===== src/rtl/wb_byte_sequencer.sv =====
// 32-bit to 8-bit Wishbone adapter: one slave access per set sel bit, sel[3] first; ack n+1 cycles after request.
// Slave wait states stretch ACCESS indefinitely; master dropping cyc aborts without a response.
module wb_byte_sequencer #(
    parameter int aw = 32
) (
    input  logic          wb_clk_i,
    input  logic          wb_rst_i,
    input  logic [aw-1:0] wbm_adr_i,
    input  logic [31:0]   wbm_dat_i,
    input  logic [3:0]    wbm_sel_i,
    input  logic          wbm_we_i,
    input  logic          wbm_cyc_i,
    input  logic          wbm_stb_i,
    input  logic [2:0]    wbm_cti_i,
    input  logic [1:0]    wbm_bte_i,
    output logic [31:0]   wbm_dat_o,
    output logic          wbm_ack_o,
    output logic          wbm_err_o,
    output logic          wbm_rty_o,
    output logic [aw-1:0] wbs_adr_o,
    output logic [7:0]    wbs_dat_o,
    output logic          wbs_we_o,
    output logic          wbs_cyc_o,
    output logic          wbs_stb_o,
    output logic [2:0]    wbs_cti_o,
    output logic [1:0]    wbs_bte_o,
    input  logic [7:0]    wbs_dat_i,
    input  logic          wbs_ack_i,
    input  logic          wbs_err_i,
    input  logic          wbs_rty_i
);

    typedef enum logic [1:0] {S_IDLE, S_ACCESS, S_DONE} state_t;
    typedef enum logic [1:0] {R_ACK, R_ERR, R_RTY} resp_t;

    state_t        r_state;
    state_t        w_next;
    resp_t         r_resp;
    logic [aw-3:0] r_adr;
    logic [31:0]   r_dat;
    logic [31:0]   r_rdat;
    logic          r_we;
    logic [3:0]    r_mask;

    logic [1:0]    w_idx;
    logic [1:0]    w_off;
    logic [3:0]    w_lane;
    logic          w_req;
    logic          w_unused;

    assign w_unused = ^{wbm_adr_i[1:0], wbm_cti_i, wbm_bte_i};
    assign w_req    = wbm_cyc_i && wbm_stb_i;

    // Current lane is the highest remaining sel bit; sel[3] maps to byte offset 0.
    always_comb begin
        w_idx = 2'd0;
        w_off = 2'd0;
        if (r_mask[3]) begin
            w_idx = 2'd3;
            w_off = 2'd0;
        end else if (r_mask[2]) begin
            w_idx = 2'd2;
            w_off = 2'd1;
        end else if (r_mask[1]) begin
            w_idx = 2'd1;
            w_off = 2'd2;
        end else if (r_mask[0]) begin
            w_idx = 2'd0;
            w_off = 2'd3;
        end
    end

    assign w_lane = 4'b0001 << w_idx;

    always_ff @(posedge wb_clk_i) begin
        if (wb_rst_i) r_state <= S_IDLE;
        else          r_state <= w_next;
    end

    always_comb begin
        w_next = r_state;
        case (r_state)
            S_IDLE: begin
                if (w_req) w_next = (wbm_sel_i == 4'b0000) ? S_DONE : S_ACCESS;
            end
            S_ACCESS: begin
                if (!wbm_cyc_i)                   w_next = S_IDLE;
                else if (wbs_err_i || wbs_rty_i)  w_next = S_DONE;
                else if (wbs_ack_i && ((r_mask & ~w_lane) == 4'b0000))
                                                  w_next = S_DONE;
            end
            S_DONE:  w_next = S_IDLE;
            default: w_next = S_IDLE;
        endcase
    end

    always_ff @(posedge wb_clk_i) begin
        if (wb_rst_i) begin
            r_adr  <= '0;
            r_dat  <= '0;
            r_rdat <= '0;
            r_we   <= 1'b0;
            r_mask <= 4'b0000;
            r_resp <= R_ACK;
        end else begin
            case (r_state)
                S_IDLE: begin
                    if (w_req) begin
                        r_adr  <= wbm_adr_i[aw-1:2];
                        r_dat  <= wbm_dat_i;
                        r_we   <= wbm_we_i;
                        r_mask <= wbm_sel_i;
                        r_rdat <= '0;
                        r_resp <= R_ACK;
                    end
                end
                S_ACCESS: begin
                    if (wbm_cyc_i) begin
                        // err outranks rty outranks ack; remaining lanes are dropped
                        if (wbs_err_i) begin
                            r_resp <= R_ERR;
                            r_mask <= 4'b0000;
                        end else if (wbs_rty_i) begin
                            r_resp <= R_RTY;
                            r_mask <= 4'b0000;
                        end else if (wbs_ack_i) begin
                            r_mask <= r_mask & ~w_lane;
                            if (!r_we) r_rdat[{w_idx, 3'b000} +: 8] <= wbs_dat_i;
                        end
                    end
                end
                default: begin
                end
            endcase
        end
    end

    assign wbm_dat_o = r_rdat;
    assign wbm_ack_o = (r_state == S_DONE) && (r_resp == R_ACK);
    assign wbm_err_o = (r_state == S_DONE) && (r_resp == R_ERR);
    assign wbm_rty_o = (r_state == S_DONE) && (r_resp == R_RTY);

    assign wbs_cyc_o = (r_state == S_ACCESS);
    assign wbs_stb_o = (r_state == S_ACCESS);
    assign wbs_adr_o = {r_adr, w_off};
    assign wbs_dat_o = r_dat[{w_idx, 3'b000} +: 8];
    assign wbs_we_o  = r_we;
    assign wbs_cti_o = 3'b000;
    assign wbs_bte_o = 2'b00;

endmodule


===== config.mk =====
export PLATFORM = sky130hd
export DESIGN_NAME = wb_byte_sequencer
export DESIGN_NICKNAME = d
export VERILOG_FILES = /design/src/rtl/wb_byte_sequencer.sv
export SDC_FILE = /design/constraint.sdc
export NUM_CORES = 1
export LEC_CHECK = 0
export ABC_AREA = 1
export CORE_UTILIZATION = 30
export CTS_CLUSTER_DIAMETER = 60
export CTS_CLUSTER_SIZE = 16
export DETAILED_ROUTE_END_ITERATION = 16
export SKIP_LAST_GASP = 1
export SLEW_MARGIN = 20
export SYNTH_ARGS = -nofsm -noshare
export SYNTH_HDL_FRONTEND = slang
export SYNTH_SLANG_ARGS = --single-unit

===== constraint.sdc =====
create_clock -name wb_clk_i -period 1.2 [get_ports wb_clk_i]
set_input_delay 0.3 -clock wb_clk_i [delete_from_list [all_inputs] [get_ports wb_clk_i]]
set_output_delay 0.3 -clock wb_clk_i [all_outputs]
set_load 0.05 [all_outputs]

==> flow_metrics.tcl <==
set metrics [dict create \
    status "finished with violations" \
    violations "design-rule violations, negative setup slack" \
    p_leak_nw 3.59 \
    dieArea_um2 14600 \
    core_area_um2 13800 \
    synth-edff-count 0 \
    cts_tree "yes" \
    cts_root_buf "clkbuf_16" \
    drt_first_pass_iters 13 \
    grt_max_degree 42 \
    max-cap-violations 0 \
    dp_cells 932 \
    drcViolationCount 2 \
    syn_inst 585 \
    grt-ovfl-total 0 \
    htreeDepth 3 \
    numClockSinks 103 \
    clockBufferDepth 2 \
    period_share_pct 154 \
    synth_seq_cells 103 \
    drt_iter0_markers 343 \
    power_per_cell_area_nw_per_um2 1050 \
    timing.final.ws_setup_ns -0.647 \
    clkLatencyLatePin_ns 0.36 \
    period_needed_ns 1.85 \
    avgViaCountPerCell 4.97 \
    synth_area_leaders "dfxtp_1 (49%), nor2_1 (13%), nand2_1 (8.7%)" \
    synth_top_area_cell "dfxtp_1" \
    final_area_um2 9160 \
    grt_setup_unrepaired "yes" \
    synth-async-reset-ratio_pct 0 \
    synthFlopType "dfxtp_1" \
    drive_above_1_share_pct 55.4 \
    synth.distinct_cells 25 \
    antenna_found_initial 0 \
    path_max_fanout 5 \
    area_growth_pct 116 \
    worst-path-buf-inv 3 \
    synthDominantCellAreaShare_pct 48.5 \
    detailed_place.area_um2 7160 \
    cp_slowest_stage_delay_ns 0.37 \
    initial_core_util_pct 30.7 \
    fin_nets 906 \
    place_congestion 0.867 \
    required_ns 0.90 \
    totalWireLength_um 17100 \
    setup_viol 119 \
    die_y_um 121 \
    antenna_left 0 \
    grt_usage_pct 22.8 \
    peakVddDrop_v 0.000825 \
    boundaryPins 172 \
    final_cells 1002 \
    n_antenna_cell 0 \
    worst_path_most_repeated_cell "nand2_2" \
    cp.arrival_ns 1.55 \
    ys_seq_area_share_pct 48.5 \
    grt_pass1_vias 4991 \
    clk_pin_slew_ns 0.07 \
    crit_type "flop to output port" \
    cts_buffers 9 \
    die_x_um 121 \
    crit_family "simple AND/OR/NAND/NOR gates" \
    syn_area_per_cell_um2 7.26 \
    via_count 4984 \
    holdBufCountCts 0 \
    wl_per_cell_um 17.0 \
    port_buffers 159 \
    hold_viol 0 \
    grt_pass1_wl_um 25400 \
    finalSetupTns_ns -27.61 \
    hold_class "flop to flop" \
    startpoint_type "flop" \
    synth.cell_area_um2 4250 \
    cpMaxStageDelayCell "dfxtp_4" \
    skew_ns 0.00761 \
    fmaxAchievable_ghz 0.541 \
    endpoint_kind "output port" \
    drv_slew 0 \
    yosys_warnings 0 \
    num_rows 43 \
    path_cells "nor2_4 > nand2_2 > inv_4 > buf_6 > nand2_2 > nand4_1 > buf_12" \
    dp_hpwl_um 9920 \
]
sequential cells by signal, summed over array words and instances (netlist names):
| name | flops |
|---|---|
| r_dat | 32 |
| wbm_dat_o | 32 |
| r_adr | 30 |
| r_mask | 4 |
| r_resp | 2 |
| r_state | 2 |
| wbs_we_o | 1 |
per-layer routing:
metal / GRT usage (%) / vias up / part of all wire, %
met5: 0 / - / 0
met4: 9.03 / 0 / 2.4
met3: 6.02 / 32 / 7.6
met2: 40.3 / 220 / 51
met1: 25.9 / 2354 / 39
li1: - / 2378 / -
cells in the mapped netlist (4+ instances only):
master / n
inv_1: 22
clkbuf_2: 6
nand3_1: 6
inv_2: 4
o21ai_0: 65
nand2_1: 98
nand4_1: 41
dfxtp_1: 103
nor2_1: 150
buf_4: 17
a21oi_1: 37
buf_2: 7
clkbuf_1: 11
placed cells by master (no fill, tap or decap), types with 10 or more instances in the layout:
cell type and n:
a21oi_1 22, a21oi_2 14, buf_12 102, buf_4 42, buf_6 21, clkdlybuf4s50_1 79, dfxtp_1 35, dfxtp_2 58
dfxtp_4 10, inv_1 17, nand2_1 54, nand2_2 36, nand4_1 41, nor2_1 104, nor2_2 28, nor2_4 18
o21ai_2 61
power by group:
group | switching (W) | internal (W)
clock network | 0.00140 | 0.00143
registers | 0.000181 | 0.00359
logic | 0.00152 | 0.00148
worst register-to-register path: stages (launching register included):
cell     delay [ns]
dfxtp_4        0.35
buf_8          0.13
nor2_4         0.11
nand2_4        0.09
buf_12         0.14
nand2_8        0.09
buf_4          0.12
buf_6          0.11
nand4_1        0.15
a21oi_2        0.17
worst paths after layout:
check / start / endpoint / slack [ns] / depth (start not counted)
max: r_mask[2] / wbs_dat_o[2] / -0.65 / 7
min: wbm_dat_o[12] / wbm_dat_o[12] / 0.48 / 2
max reg2reg: r_state[0] / wbm_dat_o[25] / -0.33 / 9
min reg2reg: wbm_dat_o[12] / wbm_dat_o[12] / 0.48 / 2
metrics by stage:
stage	hold slack [ns]	setup slack [ns]	utilization (%)	power [W]
floorplan	0.447	-0.346	-	0.00486
global placement	0.466	-0.610	51.8	0.00596
detailed placement	0.477	-0.730	51.8	0.00599
CTS	0.488	-0.612	64.8	0.00949
global route	0.494	-0.694	66.3	0.00996
finish	0.477	-0.647	66.3	0.00960
logic make-up after synthesis:
family                 share of synthesized area (%)
AO/OA/AOI/OAI                                   12.8
AND/OR/NAND/NOR                                 30.3
other                                         0.0883
buffers and inverters                           8.31
flip-flops                                      48.5
what timing repair did:
action                                  CTS  global route
pin swaps                                75            86
setup buffers                            34            18
endpoints found under the setup margin  153           148
gates cloned                             20             2
gates resized for setup                 267           165
cell type report:
| type | instances | area [um^2] |
|---|---|---|
| timing repair buffer | 257 | 3650 |
| sequential | 103 | 2170 |
| clock inverter | 7 | 55.1 |
| clock buffer | 9 | 225 |
| fill | 1045 | 4660 |
| tap | 180 | 225 |
| inverter | 27 | 138 |
| multi-input combinational | 417 | 2680 |
| timing repair inverter | 2 | 13.8 |
Note: power is estimated with default switching activity, not from simulation.
